[config.mk]
export PLATFORM = sky130hd
export DESIGN_NAME = axi_lite_bresp_arbiter
export DESIGN_NICKNAME = d
export VERILOG_FILES = /design/src/rtl/axi_lite_bresp_arbiter.sv
export SDC_FILE = /design/constraint.sdc
export NUM_CORES = 1
export LEC_CHECK = 0
export CORE_MARGIN = 2
export CORE_UTILIZATION = 49
export DETAILED_ROUTE_END_ITERATION = 8
export GPL_ROUTABILITY_DRIVEN = 0
export PLACE_DENSITY = 0.82
export SLEW_MARGIN = 10
export SYNTH_ARGS = -nofsm -noshare
export SYNTH_HDL_FRONTEND = slang
export SYNTH_SLANG_ARGS = --single-unit
[constraint.sdc]
create_clock -name ACLK -period 2.8 [get_ports ACLK]
set_input_delay 0.28 -clock ACLK [delete_from_list [all_inputs] [get_ports ACLK]]
set_output_delay 0.28 -clock ACLK [all_outputs]
set_load 0.02 [all_outputs]
[src/rtl/axi_lite_bresp_arbiter.sv]
// axi_lite_bresp_arbiter: round-robin merge of NUM_SRC write-response sources onto one AXI4-Lite B channel,
// with a held output register, source tagging and a saturating error-response counter.
module axi_lite_bresp_arbiter #(
    parameter int NUM_SRC = 4,
    parameter int SRC_W   = 2,
    parameter int CNT_W   = 16
) (
    input  logic                 ACLK,
    input  logic                 ARESETn,
    input  logic [NUM_SRC-1:0]   s_bvalid,
    input  logic [2*NUM_SRC-1:0] s_bresp,
    output logic [NUM_SRC-1:0]   s_bready,
    output logic                 m_bvalid,
    input  logic                 m_bready,
    output logic [1:0]           m_bresp,
    output logic [SRC_W-1:0]     m_bsrc,
    output logic [CNT_W-1:0]     err_cnt,
    input  logic                 err_clr,
    output logic                 busy
);
    typedef enum logic {IDLE, HOLD} state_t;

    state_t             state_q, state_d;
    logic [1:0]         bresp_q, bresp_d;
    logic [SRC_W-1:0]   src_q, src_d;
    logic [SRC_W-1:0]   last_q, last_d;
    logic [CNT_W-1:0]   err_q, err_d;
    logic [SRC_W-1:0]   idx, gnt;
    logic [1:0]         gresp;
    logic               found, accept, take;

    always_comb begin
        found = 1'b0;
        gnt   = '0;
        gresp = '0;
        idx   = '0;
        // first requester at or after last_grant+1, wrapping at NUM_SRC
        for (int i = 0; i < NUM_SRC; i++) begin
            idx = SRC_W'((int'(last_q) + 1 + i) % NUM_SRC);
            if (!found && s_bvalid[idx]) begin
                found = 1'b1;
                gnt   = idx;
                gresp = s_bresp[{idx, 1'b0} +: 2];
            end
        end
        accept   = (state_q == IDLE) || m_bready;
        take     = accept && found && !ARESETn;
        s_bready = take ? (NUM_SRC'(1) << gnt) : '0;
        state_d  = take ? HOLD : (state_q == HOLD && m_bready) ? IDLE : state_q;
        bresp_d  = take ? gresp : bresp_q;
        src_d    = take ? gnt : src_q;
        last_d   = take ? gnt : last_q;
        err_d    = err_clr ? '0 : (take && gresp[1] && !(&err_q)) ? err_q + CNT_W'(1) : err_q;
    end

    always_ff @(posedge ACLK or posedge ARESETn) begin
        if (ARESETn) begin
            state_q <= IDLE;
            bresp_q <= '0;
            src_q   <= '0;
            last_q  <= SRC_W'(NUM_SRC - 1);
            err_q   <= '0;
        end else begin
            state_q <= state_d;
            bresp_q <= bresp_d;
            src_q   <= src_d;
            last_q  <= last_d;
            err_q   <= err_d;
        end
    end

    assign m_bvalid = (state_q == HOLD);
    assign busy     = m_bvalid;
    assign m_bresp  = bresp_q;
    assign m_bsrc   = src_q;
    assign err_cnt  = err_q;
endmodule

==> impl_metrics.py <==
metrics = {
    "status": {
        "outcome": "complete, no violations",
    },
    "logic_synthesis": {
        "synth_simple_gate_area_frac": 0.250,
        "syn_inst": 195,
        "synth_top_flop_cell": "dfrtp_1",
        "synthAdderAreaFrac": 0.00755,
        "ys_ff_latch": 23,
        "synth_compound_area_frac": 0.221,
        "synthMuxAreaShare": 0.100,
        "synth_area_um2": 1660,
        "avgSynthCellArea_um2": 8.50,
        "synth_top_family_by_area": "simple AND/OR/NAND/NOR gates",
        "yosys_warnings": 0,
        "synth-xor-area-share": 0,
        "async_flop_share": 1.00,
        "ys_seq_area_frac": 0.349,
        "synth_edf_count": 0,
        "synth_cell_type_count": 44,
        "syn_nets": 212,
    },
    "layout": {
        "mostFrequentLayoutCells": "clkdlybuf4s50_1 (37), dfrtp_1 (21), nand2_1 (19)",
        "nets": 259,
        "final_common_cell": "clkdlybuf4s50_1",
        "diodes": 0,
        "area_growth_pct": 34.1,
        "instances_no_fill": 287,
        "drive_above_1_share": 0.141,
        "design_area_um2": 2220,
    },
    "setup_path": {
        "cp_slowest_cell": "dfstp_2",
        "cp-start-kind": "flop",
        "path_max_fanout": 21,
        "crit_start": "last_q[0]$_DFFE_PP1P_",
        "cp_cell_sequence": "buf_12 -> and3b_1 -> o21ai_1 -> and3_1 -> buf_4 -> a311o_1 -> buf_12 -> or4_1 -> a21oi_1",
        "slowest_delay_ps": 610,
        "endpoint_kind": "flop",
        "critPathTopFamily": "simple AND/OR/NAND/NOR gates",
        "path_class": "flop to flop",
        "r2r_start": "last_q[0]$_DFFE_PP1P_",
        "crit_top_cell": "buf_12",
        "crit_arrival_ps": 2850,
        "required_ps": 3040,
        "critPathBufInv": 3,
    },
    "cts": {
        "ctsHtreeMaxLevel": 1,
        "insertion_delay_ps": 320,
        "cts_buffers": 3,
        "clkTransAtPathRegs_ps": 140,
        "hold_buffers": 0,
        "cts_tree": "yes",
        "cts-root-buf": "clkbuf_4",
        "cts.path.max_buffers": 2,
        "clock-sinks": 23,
    },
    "sta": {
        "clock.fmax_mhz": 383,
        "hold_violations": 0,
        "layout_min_cycle_time_ps": 2610,
        "setup_viol": 0,
        "final.setup.tns_ps": 0,
        "max-slew-margin-rel": 0.402,
        "rsz0062_at_grt": "false",
        "finalMaxSlewViolations": 0,
        "final.setup_skew_ps": 5.81,
        "worstMarginPinSlew_ps": 896,
        "period_share": 0.933,
    },
    "floorplan": {
        "core_um2": 3280,
        "start_util": 0.504,
        "die_w_um": 62.1,
        "rows": 21,
        "io_pins": 42,
        "fp.dieArea_um2": 3860,
        "die_h_um": 62.1,
    },
    "global_route": {
        "grt_util_all_layers": 0.214,
        "grt_pass1_vias": 1511,
        "antenna_found_initial": 0,
        "gr-total-overflow": 0,
        "grt_max_degree": 24,
        "grt_pass1_wl_um": 6890,
    },
    "placed_design": {
        "placedCellCount": 282,
        "port_buffers": 41,
        "placed_area_um2": 2180,
        "place_hpwl_um": 3050,
    },
    "routing": {
        "drc": 0,
        "drtIter0Drc": 84,
        "wl_per_cell_um": 14.6,
        "via_count": 1675,
        "ant_nets": 0,
        "firstDrtPassIters": 4,
        "via_per_inst": 5.84,
        "wirelength_um": 4190,
    },
    "pwr": {
        "p_leak_nw": 0.902,
        "power.density_nw_per_um2": 639,
        "p_total_mw": 1.42,
        "max-vdd-ir-drop_v": 0.000281,
    },
    "run": {
        "cap_violations": 0,
    },
    "worst_hold_path": {
        "hold_path.class": "input pin to async pin",
    },
}
-- per-stage QoR --
step / worst slack, ps / utilization / hold WS [ps]
after floorplan: 461 / - / 280
after global placement: 31.6 / 0.662 / 450
after detailed placement: -39.4 / 0.662 / 466
after CTS: 74.6 / 0.670 / 497
after global routing: 29.7 / 0.676 / 523
final: 189 / 0.676 / 507
-- area by class of cell --
cell class                      instances  area [um^2]
Timing Repair Buffer                   58          563
Clock inverter                          1         7.51
Fill cell                             278         1060
Multi-Input combinational cell        149          966
Tap cell                               46         57.6
Inverter                                7         26.3
Sequential cell                        23          578
Clock buffer                            3         22.5
-- logic make-up after synthesis --
logic type	after synthesis
DFF	23
and+or+nand+nor	80
muxes	12
buffers and inverters	23
AOI/OAI and AO/OA	56
adders and majority gates	1
-- registers in the layout, summed over array words and instances (netlist names) --
signal	cells
busy	1
err_cnt	16
last_q	2
m_bresp	2
m_bsrc	2
-- metal layers --
layer | vias up | wire length [um] | global-route usage
met5 | - | 0 | 0
met1 | 787 | 1850 | 0.285
met4 | 0 | 82 | 0.0722
met3 | 12 | 214 | 0.0308
li1 | 820 | - | -
met2 | 56 | 2040 | 0.360
-- worst paths after layout --
path | endpoint | slack [ps] | cells after the start
max | err_cnt[10]$_DFFE_PP0P_ | 190 | 9
min | m_bsrc[0]$_DFFE_PP0P_ | 510 | 2
max reg2reg | err_cnt[10]$_DFFE_PP0P_ | 190 | 9
min reg2reg | m_bsrc[1]$_DFFE_PP0P_ | 510 | 2
max in group asynchronous | err_cnt[6]$_DFFE_PP0P_ | 1730 | 2
min in group ACLK | m_bsrc[1]$_DFFE_PP0P_ | 510 | 2
-- synth_stat cells (all sizes together), types with 2 or more instances --
cell     instances  area [um^2]
nor3b            2         15.0
or4              3         22.5
nand2           19         71.3
and2             2         12.5
buf             12         78.8
dfstp            2         52.6
o211ai           2         20.0
and3             7         43.8
a32oi            3         26.3
mux2             4         45.0
o21ai           17         85.1
mux4             3         71.3
o22ai            2         12.5
nand4            4         25.0
a211o            2         17.5
inv              7         26.3
dfrtp           21          526
mux2i            5         50.1
a21oi           16         80.1
nand3            6         30.0
clkbuf           4         15.0
nand2b           2         12.5
nor2b            2         12.5
nor2            15         56.3
or3             12         75.1
nor3             3         15.0
o31ai            3         22.5
a211oi           3         22.5
o2bb2ai          2         17.5
-- report_power, final --
group	internal (mW)	leakage, nW	switching [mW]
sequential	0.385	0.304	0.0544
combinational	0.403	0.583	0.413
clock	0.0546	0.0139	0.110
total	0.842	0.902	0.577
-- repair_timing --
| item | CTS | global route |
|---|---|---|
| resized for setup | 4 | 6 |
| setup endpoints to repair | 4 | 7 |
| pin swaps | 0 | 1 |
| setup buffers | 0 | 1 |
Note: power is estimated with default switching activity, not from simulation.
